**src/rtl/mxint_block_quantizer_pkg.sv**
```systemverilog
// ============================================================================
// Module  : mxint_pkg
// Brief   : Shared types and helpers for the MXINT block quantizer.
// Rev     : 1.0  initial release
// ============================================================================
`default_nettype none

package mxint_pkg;

   typedef enum logic [0:0] {
      FILL = 1'b0,
      EMIT = 1'b1
   } state_e;

   // Significant bit length of a sign-extended value: L(x) for x>=0, L(~x) for x<0.
   function automatic int unsigned sig_len(input logic [63:0] x);
      logic [63:0] v;
      int unsigned len;
      v   = x[63] ? ~x : x;
      len = 0;
      for (int i = 0; i < 64; i++) begin
         if (v[i]) len = i + 1;
      end
      return len;
   endfunction

   // Bits needed to hold a shift amount in 0..in_w-man_w.
   function automatic int unsigned min_exp_width(input int unsigned in_w, input int unsigned man_w);
      int unsigned w;
      w = 1;
      for (int i = 1; i < 31; i++) begin
         if ((32'd1 << i) <= (in_w - man_w)) w = i + 1;
      end
      return w;
   endfunction

endpackage

`default_nettype wire

```
**src/rtl/mxint_block_quantizer_if.sv**
```systemverilog
// ============================================================================
// Module  : mxint_block_quantizer_if
// Brief   : Element-in / mantissa-out handshake bundle of the quantizer.
// Rev     : 1.0  initial release
// ============================================================================
`default_nettype none

interface mxint_block_quantizer_if #(
   parameter int IN_WIDTH  = 16,
   parameter int MAN_WIDTH = 8,
   parameter int EXP_WIDTH = 4
) ();
   logic [IN_WIDTH-1:0]  in_data;
   logic                 in_valid;
   logic                 in_ready;
   logic [MAN_WIDTH-1:0] out_man;
   logic [EXP_WIDTH-1:0] out_exp;
   logic                 out_valid;
   logic                 out_ready;
   logic                 out_last;

   modport slave (
      input  in_data, in_valid, out_ready,
      output in_ready, out_man, out_exp, out_valid, out_last
   );

   modport master (
      output in_data, in_valid, out_ready,
      input  in_ready, out_man, out_exp, out_valid, out_last
   );
endinterface

`default_nettype wire

```
**src/rtl/mxint_block_quantizer_clamp.sv**
```systemverilog
// ============================================================================
// Module  : signed_clamp
// Brief   : Saturates a signed IN_W-bit value into OUT_W bits (optionally symmetric).
// Rev     : 1.0  initial release
// ============================================================================
`default_nettype none

module signed_clamp #(
   parameter int IN_W      = 17,
   parameter int OUT_W     = 8,
   parameter int SYMMETRIC = 0
) (
   input  logic signed [IN_W-1:0]  in_val,
   output logic signed [OUT_W-1:0] out_val
);

   localparam logic signed [IN_W-1:0] c_max = IN_W'((2 ** (OUT_W - 1)) - 1);
   localparam logic signed [IN_W-1:0] c_min = (SYMMETRIC != 0) ? -c_max : -c_max - IN_W'(1);

   always_comb begin
      out_val = in_val[OUT_W-1:0];
      if (in_val > c_max) begin
         out_val = c_max[OUT_W-1:0];
      end else if (in_val < c_min) begin
         out_val = c_min[OUT_W-1:0];
      end
   end

endmodule

`default_nettype wire

```
**src/rtl/mxint_block_quantizer.sv**
```systemverilog
// ============================================================================
// Module  : mxint_block_quantizer
// Brief   : Buffers BLOCK_SIZE signed elements, derives a shared exponent and
//           replays them as MAN_WIDTH-bit mantissas. MXINT_ROUND_EN selects
//           round-half-up instead of truncation.
// Rev     : 1.0  initial release
// ============================================================================
`default_nettype none

module mxint_block_quantizer
   import mxint_pkg::*;
#(
   parameter int IN_WIDTH   = 16,
   parameter int MAN_WIDTH  = 8,
   parameter int EXP_WIDTH  = 4,
   parameter int BLOCK_SIZE = 16,
   parameter int SYMMETRIC  = 0
) (
   input  wire logic               clk,
   input  wire logic               rst,
   mxint_block_quantizer_if.slave  bus
);

   localparam int c_cnt_w = (BLOCK_SIZE > 1) ? $clog2(BLOCK_SIZE) : 1;
   localparam int c_len_w = $clog2(IN_WIDTH + 1);
   localparam int c_sh_w  = min_exp_width(IN_WIDTH, MAN_WIDTH);
   localparam logic [c_cnt_w-1:0] c_last_idx = c_cnt_w'(BLOCK_SIZE - 1);
   localparam logic [c_len_w-1:0] c_man_len  = c_len_w'(MAN_WIDTH - 1);

   state_e                     state_q, state_d;
   logic [c_cnt_w-1:0]         cnt_q, cnt_d;
   logic [c_len_w-1:0]         max_len_q, max_len_d;
   logic [c_sh_w-1:0]          shift_q, shift_d;
   logic [IN_WIDTH-1:0]        buf_q [BLOCK_SIZE];
   logic [IN_WIDTH-1:0]        buf_d [BLOCK_SIZE];
   logic                       in_ready_q, in_ready_d;
   logic                       out_valid_q, out_valid_d;
   logic                       out_last_q, out_last_d;
   logic [MAN_WIDTH-1:0]       out_man_q, out_man_d;

   logic [c_len_w-1:0]         in_len;
   logic [c_len_w-1:0]         max_len_new;
   logic [c_sh_w-1:0]          shift_new;
   logic [c_cnt_w-1:0]         sel_idx;
   logic [c_sh_w-1:0]          sel_shift;
   logic signed [IN_WIDTH:0]   sel_ext;
   logic signed [IN_WIDTH:0]   bias;
   logic signed [IN_WIDTH:0]   shifted;
   logic signed [MAN_WIDTH-1:0] clamped;

   // Running max_len including the element currently offered, and its shift.
   always_comb begin
      in_len      = c_len_w'(sig_len({{(64 - IN_WIDTH){bus.in_data[IN_WIDTH-1]}}, bus.in_data}));
      max_len_new = (in_len > max_len_q) ? in_len : max_len_q;
      shift_new   = '0;
      if (max_len_new > c_man_len) begin
         shift_new = c_sh_w'(max_len_new - c_man_len);
      end
   end

   // The block's first element is loaded with the shift derived on the final accept.
   always_comb begin
      sel_idx   = (state_q == FILL) ? '0 : cnt_q + c_cnt_w'(1);
      sel_shift = (state_q == FILL) ? shift_new : shift_q;
      sel_ext   = {buf_q[sel_idx][IN_WIDTH-1], buf_q[sel_idx]};
      bias      = '0;
`ifdef MXINT_ROUND_EN
      if (sel_shift != '0) begin
         bias = (IN_WIDTH + 1)'(1) << (sel_shift - c_sh_w'(1));
      end
`endif
      shifted = (sel_ext + bias) >>> sel_shift;
   end

   signed_clamp #(
      .IN_W      (IN_WIDTH + 1),
      .OUT_W     (MAN_WIDTH),
      .SYMMETRIC (SYMMETRIC)
   ) u_clamp (
      .in_val  (shifted),
      .out_val (clamped)
   );

   always_comb begin
      state_d     = state_q;
      cnt_d       = cnt_q;
      max_len_d   = max_len_q;
      shift_d     = shift_q;
      buf_d       = buf_q;
      out_valid_d = out_valid_q;
      out_last_d  = out_last_q;
      out_man_d   = out_man_q;

      case (state_q)
         FILL: begin
            if (bus.in_valid && in_ready_q) begin
               buf_d[cnt_q] = bus.in_data;
               max_len_d    = max_len_new;
               if (cnt_q == c_last_idx) begin
                  cnt_d       = '0;
                  shift_d     = shift_new;
                  state_d     = EMIT;
                  out_valid_d = 1'b1;
                  out_last_d  = 1'b0;
                  out_man_d   = clamped;
               end else begin
                  cnt_d = cnt_q + c_cnt_w'(1);
               end
            end
         end
         EMIT: begin
            if (out_valid_q && bus.out_ready) begin
               if (cnt_q == c_last_idx) begin
                  out_valid_d = 1'b0;
                  out_last_d  = 1'b0;
                  cnt_d       = '0;
                  max_len_d   = '0;
                  state_d     = FILL;
               end else begin
                  cnt_d      = cnt_q + c_cnt_w'(1);
                  out_last_d = ((cnt_q + c_cnt_w'(1)) == c_last_idx);
                  out_man_d  = clamped;
               end
            end
         end
         default: state_d = FILL;
      endcase

      in_ready_d = (state_d == FILL);
   end

   always_ff @(posedge clk or posedge rst) begin
      if (rst) begin
         state_q     <= FILL;
         cnt_q       <= '0;
         max_len_q   <= '0;
         shift_q     <= '0;
         in_ready_q  <= 1'b0;
         out_valid_q <= 1'b0;
         out_last_q  <= 1'b0;
         out_man_q   <= '0;
         for (int i = 0; i < BLOCK_SIZE; i++) buf_q[i] <= '0;
      end else begin
         state_q     <= state_d;
         cnt_q       <= cnt_d;
         max_len_q   <= max_len_d;
         shift_q     <= shift_d;
         in_ready_q  <= in_ready_d;
         out_valid_q <= out_valid_d;
         out_last_q  <= out_last_d;
         out_man_q   <= out_man_d;
         buf_q       <= buf_d;
      end
   end

   assign bus.in_ready  = in_ready_q;
   assign bus.out_valid = out_valid_q;
   assign bus.out_last  = out_last_q;
   assign bus.out_man   = out_man_q;
   assign bus.out_exp   = EXP_WIDTH'(shift_q);

endmodule

`default_nettype wire

```
**src/flat_wrapper.sv**
```systemverilog
// flat-port wrapper written by rule: the top's interface ports become plain ports
module mxint_block_quantizer_flat import mxint_pkg::*;
#(
   parameter int IN_WIDTH   = 16,
   parameter int MAN_WIDTH  = 8,
   parameter int EXP_WIDTH  = 4,
   parameter int BLOCK_SIZE = 16,
   parameter int SYMMETRIC  = 0
)
  (clk, rst, bus_in_data, bus_in_valid, bus_out_ready, bus_in_ready, bus_out_man, bus_out_exp, bus_out_valid, bus_out_last);
  mxint_block_quantizer_if #(.IN_WIDTH(IN_WIDTH), .MAN_WIDTH(MAN_WIDTH), .EXP_WIDTH(EXP_WIDTH)) bus_i ();
  input  wire logic clk;
  input  wire logic rst;
  input wire logic [$bits(bus_i.in_data)-1:0] bus_in_data;
  input wire logic [$bits(bus_i.in_valid)-1:0] bus_in_valid;
  input wire logic [$bits(bus_i.out_ready)-1:0] bus_out_ready;
  output wire logic [$bits(bus_i.in_ready)-1:0] bus_in_ready;
  output wire logic [$bits(bus_i.out_man)-1:0] bus_out_man;
  output wire logic [$bits(bus_i.out_exp)-1:0] bus_out_exp;
  output wire logic [$bits(bus_i.out_valid)-1:0] bus_out_valid;
  output wire logic [$bits(bus_i.out_last)-1:0] bus_out_last;
  assign bus_i.in_data = bus_in_data;
  assign bus_i.in_valid = bus_in_valid;
  assign bus_i.out_ready = bus_out_ready;
  assign bus_in_ready = bus_i.in_ready;
  assign bus_out_man = bus_i.out_man;
  assign bus_out_exp = bus_i.out_exp;
  assign bus_out_valid = bus_i.out_valid;
  assign bus_out_last = bus_i.out_last;
  mxint_block_quantizer #(.IN_WIDTH(IN_WIDTH), .MAN_WIDTH(MAN_WIDTH), .EXP_WIDTH(EXP_WIDTH), .BLOCK_SIZE(BLOCK_SIZE), .SYMMETRIC(SYMMETRIC)) u_core (.clk(clk), .rst(rst), .bus(bus_i));
endmodule
```
**config.mk**
```make
export PLATFORM = sky130hd
export DESIGN_NAME = mxint_block_quantizer_flat
export DESIGN_NICKNAME = d
export VERILOG_FILES = /design/src/rtl/mxint_block_quantizer_pkg.sv /design/src/rtl/mxint_block_quantizer_if.sv /design/src/rtl/mxint_block_quantizer_clamp.sv /design/src/rtl/mxint_block_quantizer.sv /design/src/flat_wrapper.sv
export SDC_FILE = /design/constraint.sdc
export NUM_CORES = 1
export LEC_CHECK = 0
export BUFFER_PORTS_ARGS = -buffer_cell sky130_fd_sc_hd__buf_2
export CORE_MARGIN = 2
export CORE_UTILIZATION = 55
export CTS_BUF_LIST = sky130_fd_sc_hd__clkbuf_16
export CTS_CLUSTER_DIAMETER = 60
export DETAILED_ROUTE_END_ITERATION = 10
export GPL_TIMING_DRIVEN = 0
export PLACE_DENSITY_LB_ADDON = 0.05
export SYNTH_ARGS = -nofsm -noshare
export SYNTH_HDL_FRONTEND = slang
export SYNTH_SLANG_ARGS = --single-unit
```
**constraint.sdc**
```tcl
create_clock -name clk -period 12.5 [get_ports clk]
set_clock_uncertainty 0.05 [all_clocks]
set_input_delay 2.5 -clock clk [delete_from_list [all_inputs] [get_ports clk]]
set_output_delay 2.5 -clock clk [all_outputs]
set_load 0.005 [all_outputs]
```
After elaboration in Yosys (flattened, before gate mapping)

Cells that the tools add are included.

$add $sub $neg: 2
Magnitude comparators: 7
Equality and inequality tests: 7
Shift operators: 1
Multiplexer cells: 104
Bitwise operators: 5
Reduce and logical (&&, ||, !) cells: 10

Operator list:

| operator                                                               | number |
|---|---|
| 5-bit 2-to-1 mux                                                       | 53 |
| 256-bit bitwise mux                                                    | 1 |
| 16-bit binary-select mux with 4-bit select                             | 1 |
| 16-bit demux with 4-bit select                                         | 1 |
| 64-bit 2-to-1 mux                                                      | 1 |
| 64-bit NOT                                                             | 1 |
| 4-bit 2-to-1 mux                                                       | 14 |
| 16-bit 2-to-1 mux                                                      | 3 |
| 8-bit 2-to-1 mux                                                       | 6 |
| 17-bit by 8-bit > comparator with 1-bit output (second input constant) | 1 |
| 17-bit by 8-bit < comparator with 1-bit output (second input constant) | 1 |
| 16-bit by 4-bit >>> shifter with 17-bit output                         | 1 |
| 8-bit one-hot mux with 2 select lines                                  | 1 |
| 1-bit 2-to-1 mux                                                       | 12 |
| 3-bit 2-to-1 mux                                                       | 4 |
| 5-bit >= comparator (second input constant)                            | 2 |
| 2-bit != test (second input constant)                                  | 5 |
| 4-bit NOT with 5-bit output                                            | 2 |
| 5-bit one-hot mux with 2 select lines                                  | 1 |
| 3-bit AND reduction                                                    | 3 |
| 4-bit equality test (second input constant)                            | 2 |
| 4-bit one-hot mux with 2 select lines                                  | 1 |
| 4-bit AND reduction                                                    | 2 |
| 1-bit one-hot mux with 2 select lines                                  | 3 |
| 9 further kinds                                                        | 14 |

Register bits: 281
Input port bits: 20
Output and inout bits: 15
Word-level logic and storage cells: 160

Longest topological paths before layout

Depth in word-level cells: 78
Gate-level depth with buffers: 26
Gate-level depth less buffers: 22

Modules after synthesis

From an unflattened synthesis, not the netlist that was laid out.

Cells, all modules: 1247
Area total of the unflattened synthesis: 14518.9 µm²

By module, submodules not included:

| module                | times used | cells each | area an instance (µm²) | seq. area each (µm²) |
|---|---|---|---|---|
| mxint_block_quantizer | 1          | 1216       | 14266.2                | 7031.7 |
| signed_clamp          | 1          | 31         | 252.7                  | 0.0 |

Least setup slack after synthesis

Ideal clock, no wire load.

Kind: in2reg
Start: in bus_in_data[15]
End: reg u_core.out_man_q[1] (netlist: u_core.bus.out_man[1])
Library setup time: 126 ps
Arrival: 7146 ps
Data required time: 12324 ps
Slack: 5177 ps
Cell stages on the path: 22
Buffers on the path: 2
Cell sequence: buf_2 -> or4_1 -> o22ai_1 -> o211ai_1 -> a32o_1 -> ha_1 -> and4_1 -> or2_1 -> a21o_1 -> and2_1 -> a31oi_4 -> inv_1 -> ha_1 -> nor2_1 -> nand2_1 -> o31ai_2 -> buf_2 -> mux2i_1 -> o21ai_0 -> nand4b_1 -> a21oi_1 -> o32a_1

Cells in the longest elaborated chain, start to end: 77
Elaborated cells between the ends (all ways): 82
Those cells by class: 1 x add/sub; 4 x order compare; 1 x shift; 75 x mux; 1 x bitwise

Ends and longest elaborated chain:

| element                                          | RTL line                                                  | RTL |
|---|---|---|
| from (decl)                                      | flat_wrapper.sv:14                                        | `input wire logic [$bits(bus_i.in_data)-1:0] bus_in_data;` |
| 64-bit 2-to-1 mux *                              | mxint_block_quantizer_pkg.sv:19                           | `v = x[63] ? ~x : x;` |
| 1-bit 2-to-1 mux                                 | mxint_block_quantizer_pkg.sv:22                           | `if (v[i]) len = i + 1;` |
| 2-bit 2-to-1 mux (2 in a row)                    | mxint_block_quantizer_pkg.sv:22                           |  |
| 3-bit 2-to-1 mux (4 in a row)                    | mxint_block_quantizer_pkg.sv:22                           |  |
| 4-bit 2-to-1 mux (8 in a row)                    | mxint_block_quantizer_pkg.sv:22                           |  |
| 5-bit 2-to-1 mux (48 in a row)                   | mxint_block_quantizer_pkg.sv:22                           |  |
| 5-bit 2-to-1 mux *                               | mxint_block_quantizer_pkg.sv:22                           |  |
| 5-bit > comparator                               | mxint_block_quantizer.sv:54                               | `max_len_new = (in_len > max_len_q) ? in_len : max_len_q;` |
| [3 not listed]                                   | n/a                                                       |  |
| 4-bit 2-to-1 mux *                               | mxint_block_quantizer.sv:64                               | `sel_shift = (state_q == FILL) ? shift_new : shift_q;` |
| 16-bit by 4-bit >>> shifter with 17-bit output * | mxint_block_quantizer.sv:72                               | `shifted = (sel_ext + bias) >>> sel_shift;` |
| 17-bit by 8-bit < comparator with 1-bit output   | mxint_block_quantizer_clamp.sv:24                         | `end else if (in_val < c_min) begin` |
| 8-bit 2-to-1 mux                                 | mxint_block_quantizer_clamp.sv:24                         |  |
| 8-bit 2-to-1 mux *                               | mxint_block_quantizer_clamp.sv:22                         | `if (in_val > c_max) begin` |
| 8-bit 2-to-1 mux, on equally long branches       | mxint_block_quantizer.sv:113, mxint_block_quantizer.sv:99 |  |
| 8-bit 2-to-1 mux, on equally long branches       | mxint_block_quantizer.sv:112, mxint_block_quantizer.sv:96 |  |
| 8-bit one-hot mux with 2 select lines *          | mxint_block_quantizer.sv:94                               | `case (state_q)` |
| to (signal assigned)                             | mxint_block_quantizer.sv:151                              | `out_man_q <= out_man_d;` |
| to (decl)                                        | mxint_block_quantizer.sv:39                               | `logic [MAN_WIDTH-1:0] out_man_q, out_man_d;` |

Mark *: on every way between the ends. The rest lies on a longest branch, timed or not. The select of a mux whose other input is x is not followed.
A chain may end at the register's enable or synchronous reset.

Final worst setup path

Start: in bus_in_data[4]
End: reg u_core.out_man_q[1] (netlist: u_core.bus.out_man[1])

Cells in the longest elaborated chain, start to end: 74
Elaborated cells between the ends (all ways): 78
Those cells by class: 1 x add/sub; 4 x order compare; 1 x shift; 71 x mux; 1 x bitwise

Ends and longest elaborated chain:

| element                                                                                                             | RTL line                                                  | RTL |
|---|---|---|
| 64-bit NOT                                                                                                          | mxint_block_quantizer_pkg.sv:19                           |  |
| 64-bit 2-to-1 mux *                                                                                                 | mxint_block_quantizer_pkg.sv:19                           |  |
| 3-bit 2-to-1 mux * (3 in a row)                                                                                     | mxint_block_quantizer_pkg.sv:22                           |  |
| 4-bit 2-to-1 mux * (8 in a row)                                                                                     | mxint_block_quantizer_pkg.sv:22                           |  |
| 5-bit 2-to-1 mux * (49 in a row)                                                                                    | mxint_block_quantizer_pkg.sv:22                           |  |
| 5-bit > comparator                                                                                                  | mxint_block_quantizer.sv:54                               |  |
| 5-bit 2-to-1 mux *                                                                                                  | mxint_block_quantizer.sv:54                               |  |
| 4-bit by 3-bit subtractor with 4-bit output / 5-bit by 3-bit > comparator with 1-bit output (equally long branches) | mxint_block_quantizer.sv:57, mxint_block_quantizer.sv:56  |  |
| 4-bit 2-to-1 mux *                                                                                                  | mxint_block_quantizer.sv:56                               | `if (max_len_new > c_man_len) begin` |
| 4-bit 2-to-1 mux *                                                                                                  | mxint_block_quantizer.sv:64                               |  |
| 16-bit by 4-bit >>> shifter with 17-bit output *                                                                    | mxint_block_quantizer.sv:72                               |  |
| 17-bit by 8-bit < comparator with 1-bit output                                                                      | mxint_block_quantizer_clamp.sv:24                         |  |
| 8-bit 2-to-1 mux                                                                                                    | mxint_block_quantizer_clamp.sv:24                         |  |
| 8-bit 2-to-1 mux *                                                                                                  | mxint_block_quantizer_clamp.sv:22                         |  |
| 8-bit 2-to-1 mux, on equally long branches                                                                          | mxint_block_quantizer.sv:113, mxint_block_quantizer.sv:99 |  |
| 8-bit 2-to-1 mux, on equally long branches                                                                          | mxint_block_quantizer.sv:112, mxint_block_quantizer.sv:96 |  |
| 8-bit one-hot mux with 2 select lines *                                                                             | mxint_block_quantizer.sv:94                               |  |

Marked as above.

==> reports/qor.txt <==
status: complete, no violations
largest net degree at the start of global routing: 130
IO Port Bufs: 34
Seq/Total Area, Yosys: 48.5%
CTS tree: done
crit path max fanout: 10
Sink Count: 281
cell count after synthesis: 1359
Ys Warns: 0
Crit path arrival time: 8460 ps
dpl ws: 3960 ps
met3 Track Usage GR: 5.82%
routability cong.: 0.887
post-detail-place hpwl: 29.6 mm
worst slew pin tran: 1260 ps
initial antenna violation count: 0
NumNets Final: 1457
Min Hold Slack: 420 ps
non-filler instance count after layout: 1783
post-synth top area share: 48.5%
antenna-violating nets left: 0
most frequent cells in the layout: dfrtp_1, nand2_1, mux2_2
DR WL/cell: 24.1 um
commonest non-fill, non-tap cell in the layout: dfrtp_1
Total GRT Usage: 31.1%
worst hold path class: flip-flop to flip-flop
max cap viols: 0
#FFs+latches synth: 281
Worst VDD drop: 197 uV
met2 Use GR: 50.0%
Critical Path End Type: flip-flop
Critical Path Start Type: primary input
Area contributors post-synth: dfrtp_1, mux2_2, nand2_1, mux2i_1, o21ai_0
Slew headroom: 15.0%
Cells after DPL: 1730
Synth Net Count: 1389
worst setup path class: primary input to flip-flop
unrepaired setup endpoints after global routing: false
via count: 11219
Syn Area/Cell: 10.7 um^2
Initial DRC Count: 1144
Tmin final: 8070 ps
num rows: 59
Synth Flop Type: dfrtp_1
Post-synth EDFFs: 0
Max Fclk: 124 MHz
Mapped Area: 0.0145 mm^2
biggest area consumer among synthesized cells: dfrtp_1
core footprint: 0.0260 mm^2
Reg2Reg Capture Point: u_core.bus.out_man[2]
CTS Buffer Depth: 3
First-pass DRT Iterations: 7
Initial Util: 55.7%
CP required: 12890 ps
FF-to-FF path depth: 17
worst setup margin: 4430 ps
DR DRC count: 0
R2R Path Start: u_core.cnt_q[0]
layout cell share with drive strength beyond 1: 21.6%
Power Dens Cells: 302 mW/mm^2
Clock Tree Root: clkbuf_16
first-pass GRT wire length: 66.0 mm
Layout area overhead: 10.7%
die area: 0.0276 mm^2
FF-to-FF setup slack: 5360 ps
post-synthesis async set-or-reset flop share: 100%
Worst-Skew Late Latency: 550 ps
worst hold start: u_core.buf_q[10]
period utilization: 64.6%
Die Wd: 166 um
GRT met1 Usage: 43.5%
synth unique cells: 79
total CTS buffers: 30
gr busiest metal: met2
WHS Endpoint: u_core.buf_q[10]
CTS resizes: 0
H-tree levels: 1
Via density: 6.29
io pins: 35
die span in y: 166 um
post-CTS setup buffers: 0
final hold violations: 0
grt total ovfl: 0
hold depth: 2
routed wire length: 42.9 mm
hold buffer count at CTS: 0
P_leak: 0.00718 uW
clock slew at reported path FFs: 60 ps
fin. max-slew vios: 0
final setup fails: 0
origin of the worst setup path: bus_in_data[4]
vias in the first global route: 10907
## sequential cells by signal, indices dropped and copies added (netlist names)
name / count
u_core.bus.out_valid: 1
u_core.max_len_q: 5
u_core.bus.in_ready: 1
u_core.bus.out_last: 1
u_core.buf_q: 256
u_core.cnt_q: 4
u_core.bus.out_man: 8
u_core.bus.out_exp: 4
u_core.state_q: 1
## where the power goes
| part | switching, uW | leakage (uW) | internal, uW |
|---|---|---|---|
| combinational | 1470 | 0.00314 | 1020 |
| clock | 359 | 0.000466 | 462 |
| sequential | 216 | 0.00358 | 1320 |
## synthesized netlist by cell type (4+ instances only)
cell type and count:
dfrtp_1 281, nand2_1 245, mux2_2 186, o21ai_0 99
clkbuf_1 84, mux2i_1 72, a211oi_1 43, a311oi_1 35
nor2_1 35, and2_1 33, a21oi_1 21, buf_2 20
inv_1 17, nand3_1 15, o31ai_1 15, nor2b_1 13
buf_1 12, mux4_2 12, ha_1 10, a31oi_1 6
nand2b_1 6, nor3_1 6, o221a_1 6, and2_0 4
o211ai_1 4, o22ai_1 4
## worst max path at each step
stage	endpoint	slack (ps)	cells past startpoint
global route	u_core.bus.out_man[6]	4120	23
global placement	u_core.max_len_q[1]	-1090	2
CTS	u_core.bus.out_man[1]	4520	23
floorplan	u_core.buf_q[0]	2200	1
detailed placement	u_core.bus.out_man[1]	3960	23
finish	u_core.bus.out_man[1]	4430	23
## per-layer routing
metal  share of wire (%)  up-vias
li1                    -     5012
met1                  44     5736
met2                  46      384
met3                 7.1       87
met4                 2.9        0
met5                   0        -
## critical path: stages
cell and delay [ps]:
buf_2 130, clkbuf_1 570, o221ai_1 290, a31oi_1 250
o211ai_1 200, nand2_1 110, ha_1 230, and4_1 220
or2_1 260, a21o_1 220, and2_1 200, a31oi_4 310
inv_1 200, ha_1 300, nor2_1 270, nand2_1 140
o31ai_2 620, buf_2 370, mux2i_1 310, o21ai_0 170
nand4b_1 160, a21oi_1 90, o32a_1 320
## final cells by class
| class | count | area [um^2] |
|---|---|---|
| timing repair buffer | 36 | 225 |
| sequential | 281 | 7030 |
| inverter | 18 | 75.1 |
| fill | 2183 | 9960 |
| clock buffer | 31 | 776 |
| multi-input combinational | 943 | 6910 |
| tap | 335 | 419 |
| clock inverter | 21 | 114 |
| buffer | 117 | 472 |
| antenna | 1 | 2.50 |
## through the flow
step / TNS [ps] / utilization [%] / power, uW / cell area [um^2]
6_report: 0 / 61.7 / 4850 / 16000
2_1_floorplan: 0 / - / 3290 / 14500
3_5_place_dp: 0 / 58.2 / 3990 / 15100
4_1_cts: 0 / 61.7 / 4810 / 16000
5_1_grt: 0 / 61.7 / 5140 / 16000
3_3_place_gp: -296780 / 58.0 / 3950 / 15100
## logic make-up after synthesis
family | share of synthesized area (%)
simple gates | 11.6
buf+inv | 3.72
compound gates | 13.5
xor+xnor | 0.181
fa+ha+maj | 0.864
flops | 48.5
mux | 21.6
Note: power is estimated with default switching activity, not from simulation.
